## config.mk

```make
export PLATFORM = sky130hd
export DESIGN_NAME = timer_sched_flat
export DESIGN_NICKNAME = d
export VERILOG_FILES = /design/src/rtl/timer_sched_if.sv /design/src/rtl/timer_sched.sv /design/src/flat_wrapper.sv
export SDC_FILE = /design/constraint.sdc
export NUM_CORES = 1
export LEC_CHECK = 0
export ABC_CLOCK_PERIOD_IN_PS = 3100
export BUFFER_PORTS_ARGS = -buffer_cell sky130_fd_sc_hd__buf_4
export CAP_MARGIN = 25
export CORE_AREA = 5 5 54 56
export CTS_BUF_LIST = sky130_fd_sc_hd__clkbuf_8
export CTS_CLUSTER_SIZE = 12
export DETAILED_ROUTE_END_ITERATION = 8
export DIE_AREA = 0 0 59 61
export PLACE_DENSITY = 0.89
export SYNTH_ARGS = -nofsm -noshare
export SYNTH_HDL_FRONTEND = slang
export SYNTH_SLANG_ARGS = --single-unit
```

## constraint.sdc

```tcl
create_clock -name clk -period 3.1 [get_ports clk]
set_input_delay 0.465 -clock clk [delete_from_list [all_inputs] [get_ports clk]]
set_output_delay 0.465 -clock clk [all_outputs]
set_load 0.02 [all_outputs]
```

## src/rtl/timer_sched_if.sv

```systemverilog
// rtl/timer_sched_if.sv - requester and timer-control bundle for timer_sched (TIMER_SCHED_WDOG_EN adds wdog_err)
interface timer_sched_if #(
   parameter int NREQ   = 4,
   parameter int DWIDTH = 8
);
   logic [NREQ-1:0]        req;
   logic [NREQ*DWIDTH-1:0] period;
   logic [NREQ-1:0]        grant;
   logic [NREQ-1:0]        done;
   logic                   busy;
   logic                   tmr_enable;
   logic                   tmr_load;
   logic [DWIDTH-1:0]      tmr_load_val;
   logic                   tmr_flag;
`ifdef TIMER_SCHED_WDOG_EN
   logic                   wdog_err;
`endif

   modport master (
      input  req, period, tmr_flag,
`ifdef TIMER_SCHED_WDOG_EN
      output wdog_err,
`endif
      output grant, done, busy, tmr_enable, tmr_load, tmr_load_val
   );

   modport slave (
      output req, period, tmr_flag,
`ifdef TIMER_SCHED_WDOG_EN
      input  wdog_err,
`endif
      input  grant, done, busy, tmr_enable, tmr_load, tmr_load_val
   );
endinterface

```

## src/rtl/timer_sched.sv

```systemverilog
// rtl/timer_sched.sv - round-robin sharing of one enable/load/flag timer among NREQ requesters
// TIMER_SCHED_WDOG_EN adds a RUN watchdog that aborts a grant whose timer never flags.
module timer_sched #(
   parameter int NREQ   = 4,
   parameter int DWIDTH = 8
) (
   input logic           clk,
   input logic           rst,
   timer_sched_if.master bus
);
   localparam int IW = $clog2(NREQ);

   typedef enum logic [1:0] {S_IDLE, S_LOAD, S_RUN, S_DONE} state_t;

   state_t            state;
   state_t            state_nxt;
   logic [IW-1:0]     owner;
   logic [IW-1:0]     owner_inc;
   logic [IW-1:0]     rr_ptr;
   logic [IW-1:0]     pick_idx;
   logic [IW-1:0]     scan_idx;
   logic              pick_found;
   logic              owner_req;
   logic [DWIDTH-1:0] per_q;
   logic [DWIDTH-1:0] per_arr [NREQ];

   for (genvar gi = 0; gi < NREQ; gi++) begin : g_slice
      assign per_arr[gi] = bus.period[gi*DWIDTH +: DWIDTH];
   end

   assign owner_req = bus.req[owner];
   assign owner_inc = (owner == IW'(NREQ - 1)) ? '0 : owner + IW'(1);

   // First pending requester at or after rr_ptr, wrapping past NREQ-1.
   always_comb begin
      pick_found = 1'b0;
      pick_idx   = '0;
      scan_idx   = '0;
      for (int k = 0; k < NREQ; k++) begin
         scan_idx = IW'((int'(rr_ptr) + k) % NREQ);
         if (!pick_found && bus.req[scan_idx]) begin
            pick_found = 1'b1;
            pick_idx   = scan_idx;
         end
      end
   end

`ifdef TIMER_SCHED_WDOG_EN
   localparam int CW = DWIDTH + 2;

   logic [CW-1:0] wd_cnt;
   logic [CW-1:0] wd_limit;
   logic          wd_trip;
   logic          wdog_q;

   // wd_cnt holds completed RUN cycles, so the trip lands on cycle 2*per_q+4.
   assign wd_limit = {1'b0, per_q, 1'b0} + CW'(4);
   assign wd_trip  = (state == S_RUN) && !bus.tmr_flag && (wd_cnt == wd_limit - CW'(1));
`endif

   always_ff @(posedge clk or posedge rst) begin
      if (rst) begin
         state <= S_IDLE;
      end else begin
         state <= state_nxt;
      end
   end

   always_comb begin
      state_nxt = state;
      case (state)
         S_IDLE: begin
            if (pick_found) begin
               state_nxt = (per_arr[pick_idx] == '0) ? S_DONE : S_LOAD;
            end
         end
         S_LOAD: state_nxt = S_RUN;
         S_RUN: begin
            // Expiry beats a same-cycle cancel so the owner still sees done.
            if (bus.tmr_flag) begin
               state_nxt = S_DONE;
            end else if (!owner_req) begin
               state_nxt = S_IDLE;
`ifdef TIMER_SCHED_WDOG_EN
            end else if (wd_trip) begin
               state_nxt = S_IDLE;
`endif
            end
         end
         S_DONE:  state_nxt = S_IDLE;
         default: state_nxt = S_IDLE;
      endcase
   end

   always_ff @(posedge clk or posedge rst) begin
      if (rst) begin
         owner  <= '0;
         per_q  <= '0;
         rr_ptr <= '0;
      end else begin
         if (state == S_IDLE && pick_found) begin
            owner <= pick_idx;
            per_q <= per_arr[pick_idx];
         end
         // Completion, cancel and abort all move priority past the owner.
         if (state == S_DONE || (state == S_RUN && state_nxt == S_IDLE)) begin
            rr_ptr <= owner_inc;
         end
      end
   end

`ifdef TIMER_SCHED_WDOG_EN
   always_ff @(posedge clk or posedge rst) begin
      if (rst) begin
         wd_cnt <= '0;
         wdog_q <= 1'b0;
      end else begin
         if (state_nxt == S_LOAD) begin
            wd_cnt <= '0;
         end else if (state == S_RUN) begin
            wd_cnt <= wd_cnt + CW'(1);
         end
         wdog_q <= (state == S_RUN) && (state_nxt == S_IDLE) && owner_req;
      end
   end

   assign bus.wdog_err = wdog_q;
`endif

   always_comb begin
      bus.grant = '0;
      bus.done  = '0;
      for (int i = 0; i < NREQ; i++) begin
         bus.grant[i] = (state != S_IDLE) && (owner == IW'(i));
         bus.done[i]  = (state == S_DONE) && (owner == IW'(i));
      end
      bus.busy         = (state != S_IDLE);
      bus.tmr_enable   = (state == S_RUN);
      bus.tmr_load     = (state == S_LOAD);
      bus.tmr_load_val = (state == S_LOAD) ? per_q : '0;
   end
endmodule

```

## src/flat_wrapper.sv

```systemverilog
// flat-port wrapper written by rule: the top's interface ports become plain ports
module timer_sched_flat 
#(
   parameter int NREQ   = 4,
   parameter int DWIDTH = 8
)
  (clk, rst, bus_req, bus_period, bus_tmr_flag, bus_grant, bus_done, bus_busy, bus_tmr_enable, bus_tmr_load, bus_tmr_load_val);
  timer_sched_if #(.NREQ(NREQ), .DWIDTH(DWIDTH)) bus_i ();
  input logic clk;
  input logic rst;
  input wire logic [$bits(bus_i.req)-1:0] bus_req;
  input wire logic [$bits(bus_i.period)-1:0] bus_period;
  input wire logic [$bits(bus_i.tmr_flag)-1:0] bus_tmr_flag;
  output wire logic [$bits(bus_i.grant)-1:0] bus_grant;
  output wire logic [$bits(bus_i.done)-1:0] bus_done;
  output wire logic [$bits(bus_i.busy)-1:0] bus_busy;
  output wire logic [$bits(bus_i.tmr_enable)-1:0] bus_tmr_enable;
  output wire logic [$bits(bus_i.tmr_load)-1:0] bus_tmr_load;
  output wire logic [$bits(bus_i.tmr_load_val)-1:0] bus_tmr_load_val;
  assign bus_i.req = bus_req;
  assign bus_i.period = bus_period;
  assign bus_i.tmr_flag = bus_tmr_flag;
  assign bus_grant = bus_i.grant;
  assign bus_done = bus_i.done;
  assign bus_busy = bus_i.busy;
  assign bus_tmr_enable = bus_i.tmr_enable;
  assign bus_tmr_load = bus_i.tmr_load;
  assign bus_tmr_load_val = bus_i.tmr_load_val;
  timer_sched #(.NREQ(NREQ), .DWIDTH(DWIDTH)) u_core (.clk(clk), .rst(rst), .bus(bus_i));
endmodule
```

==> run summary <==
The run finished with clean final reports. The highest attainable clock frequency came out at 0.448 GHz. The setup slack of the critical path after layout is 0.869 ns.

The netlist area before placement came out at 1140 um^2. The die covers 3600 um^2. The overall power came out at 1510 uW. The min-delay analysis places its worst path in the category in -> async.

The multiplexer share of the synthesized area is 0.308. The area growth from synthesis to layout came out at 43.7%. For this block, the via count after detailed routing is 1041. After detailed placement, the design holds a cell count of 195.

The clock input transition at the sequential cells of the worst setup and hold paths is 0.06 ns. Clock tree synthesis selected as its root buffer the cell clkbuf_8. The type of the setup path with the least slack is reg -> reg. The count of final max-slew check failures is 0. The total core area is 2390 um^2. TritonCTS built the clock tree. The number of inserted diodes is 0. STA puts the critical path data arrival time at 2.41 ns.

The critical path required time came out at 3.28 ns. In this run the tightest slew margin relative to its limit is 0.564. In this design, the stage delay of the slowest critical-path cell is 0.56 ns.

The remaining routing DRC violations is 0. The most numerous cell on the critical path is mux2i_1. In the finished design, the share of the clock period the worst path needs comes to 0.720. Before antenna repair, the detailed router went through 4 iterations. Of the total power, registers draw 0.252.

STA classifies the critical path endpoint as a register. The initial antenna violation count came out at 0. The clock net sink count came out at 14. Setup repair after global routing left no endpoint under its margin. The critical-path cell with the highest stage delay is o221ai_4. The detailed-placement wirelength estimate is 2530 um.

The average wire per standard cell came out at 15.5 um. The total of max-cap violations came out at 0. The maximum count of clock buffers along a single path is 2. For this design, the CTS-stage hold fixing added 0 buffers. CTS built an H-tree with a depth of 1. The post-synthesis compound-gate area fraction came out at 0.129. The y dimension of the die is 61 um. The number of design-rule violations left by the first detailed-router iteration is 29.

The portion of the post-synthesis area used by sequential elements came out at 0.306. The post-route clock skew is 0.00407 ns. The power per unit of standard cell area came out at 915 nW/um^2.

The post-synthesis share of cell area spent on full adders, half adders and majority gates is 0.0437. Of the total power, the share spent switching nets is 0.427. The site row count came out at 18. The hold violation total from the final report is 0. The synthesized netlist net count came out at 153. After technology mapping, the gate count stands at 110. The number of cells in the finished layout apart from fillers is 199. Measured along the x axis, the die boundary spans 59 um. The worst setup path is launched from a register. The post-CTS setup repair buffer count is 0.

By area, the combinational part of the netlist is dominated by multiplexers. The total leakage power came out at 0.000864 uW. Traced cell by cell, the critical path runs through mux2i_1 -> o221ai_4 -> mux2i_1 -> mux2i_1 -> nor4_1 -> a31o_1.

The overall routing resource usage came out at 0.183. The count of distinct cell types in the synthesized netlist came out at 28. The net load switching power is 643 uW. The average via count per standard cell is 5.23.

The slew of the pin with the lowest slew margin came out at 0.654 ns. The congestion estimate from routability-driven global placement came to 0.855. The synthesized-area fraction occupied by and/or/nand/nor cells is 0.169. Setup violations remaining at the end of the flow were counted as 0. The via count of the first global-routing pass came out at 1085.

The insertion delay of the later-clocked pin in the worst-skew pair came out at 0.24 ns. The worst setup slack after placement is 0.804 ns. The largest fanout on the critical path is 15. The area share of xor/xnor cells in the synthesized design is 0. Yosys printed 0 warnings. At the end of the flow, the number of nets in the layout was 213. In this run the remaining antenna-violating nets after routing total 0. The number of clock buffers inserted by TritonCTS is 3. The setup TNS came out at 0 ns. The fraction of final layout cells with drive strength greater than 1 came out at 0.438. After clock tree synthesis, the repair step resized 0 gates. The mean instance size in the synthesized netlist came out at 10.4 um^2. The number of synthesized register bits came out at 14.

The total congestion overflow came out at 0. The first global-routing pass estimated 5010 um of wire. The worst-case IR drop observed on VDD is 580 uV. The total length of routed wires came out at 3080 um. In this run the tool buffered the top-level ports with 57 buffer cells. The power share of the combinational group came out at 0.632. The portion of total power attributed to the clock network came out at 0.116.

The starting utilization of the core area is 0.480. The pin count of the biggest net entering global routing is 16. Internal power comes to 863 uW. The routed design could run at a clock period as short as 2.23 ns. The boundary pin count came out at 58.
-- cell usage after synthesis --
master / count / area [um^2]
a21boi_1: 1 / 7.51
a21o_1: 1 / 7.51
a21oi_1: 4 / 20.0
a2bb2oi_4: 1 / 26.3
a31o_1: 1 / 8.76
and2_1: 8 / 50.1
and3_1: 4 / 25.0
buf_12: 1 / 20.0
clkbuf_1: 2 / 7.51
dfrtp_1: 14 / 350
ha_1: 4 / 50.1
inv_1: 6 / 22.5
mux2_2: 8 / 90.1
mux2i_1: 24 / 240
mux4_2: 1 / 22.5
nand2_1: 3 / 11.3
nand2b_1: 2 / 12.5
nand3b_1: 2 / 15.0
nor2_1: 4 / 15.0
nor2b_1: 6 / 37.5
nor4_1: 2 / 12.5
o2111ai_1: 1 / 8.76
o211a_1: 1 / 10.0
o21ai_0: 5 / 25.0
o221ai_4: 1 / 26.3
o31ai_1: 1 / 7.51
or2_2: 1 / 6.26
or3b_1: 1 / 8.76
-- kinds of logic (layout without fill, tap and decap cells) --
logic type / count (synthesis) / after routing
adder cells (fa/ha/maj): 4 / 4
multiplexers: 33 / 33
AND/OR/NAND/NOR: 33 / 33
AO/OA/AOI/OAI: 17 / 17
flip-flops: 14 / 14
buffers and inverters: 9 / 68
-- per-stage QoR --
stage	hold WS, ns	area, um^2	util
final	0.255	1650	0.689
after global placement	0.485	1590	0.666
after global routing	0.301	1650	0.689
after floorplan	0.354	1140	-
after CTS	0.275	1650	0.689
after detailed placement	0.493	1590	0.666
-- cell usage in the layout, fill, tap and decap left out, types with 2 or more instances in the layout --
cell type and n:
ha_1 4, mux2_2 8, buf_4 58, nand3b_1 2, dfrtp_1 14, a21oi_1 4, nor2_1 4, nor2b_1 6
mux2i_1 24, nand2b_1 2, nor4_1 2, inv_1 6, nand2_1 3, and3_1 4, and2_1 8, o21ai_0 5
clkbuf_8 4
-- routing by layer --
metal  wire [um]  GRT usage  vias up
li1            -          -      516
met1        1320      0.230      493
met3         156     0.0277        4
met5           0          0        -
met4          38     0.0485        0
met2        1560      0.326       28
-- flip-flops by register name, summed over array words and instances (netlist names) --
signal / cells
u_core.owner: 2
u_core.per_q: 8
u_core.rr_ptr: 2
u_core.state: 2
-- power groups by stage --
stage | clock (uW) | combinational, uW | sequential (uW)
floorplan | 0 | 680 | 346
global placement | 0 | 926 | 372
global route | 186 | 1040 | 394
detailed placement | 0 | 953 | 381
CTS | 177 | 961 | 378
finish | 174 | 951 | 380
-- worst max-delay path: cells and delay by family, from the launching register on --
family	cells	cell delay, ns
AOI/OAI and AO/OA	2	0.75
muxes	3	0.57
DFF	1	0.51
and+or+nand+nor	1	0.34
-- worst paths after layout --
kind / startpoint / end / slack [ns] / cells after the start
setup / recovery: u_core.rr_ptr[1] / u_core.state[1] / 0.87 / 6
hold / removal: rst / u_core.per_q[1] / 0.26 / 2
setup reg to reg: u_core.rr_ptr[1] / u_core.state[1] / 0.87 / 6
hold reg to reg: u_core.per_q[3] / u_core.per_q[3] / 0.50 / 1
max in group asynchronous: rst / u_core.owner[0] / 2.50 / 2
min in group clk: bus_tmr_flag / u_core.state[0] / 0.44 / 2
-- area by class of cell --
cell class,instances,area [um^2]
clock buffer,4,55.1
inverter,6,22.5
timing repair buffer,58,435
fill,185,742
multi-input combinational,87,744
tap,30,37.5
sequential,14,350
Note: power is estimated with default switching activity, not from simulation.
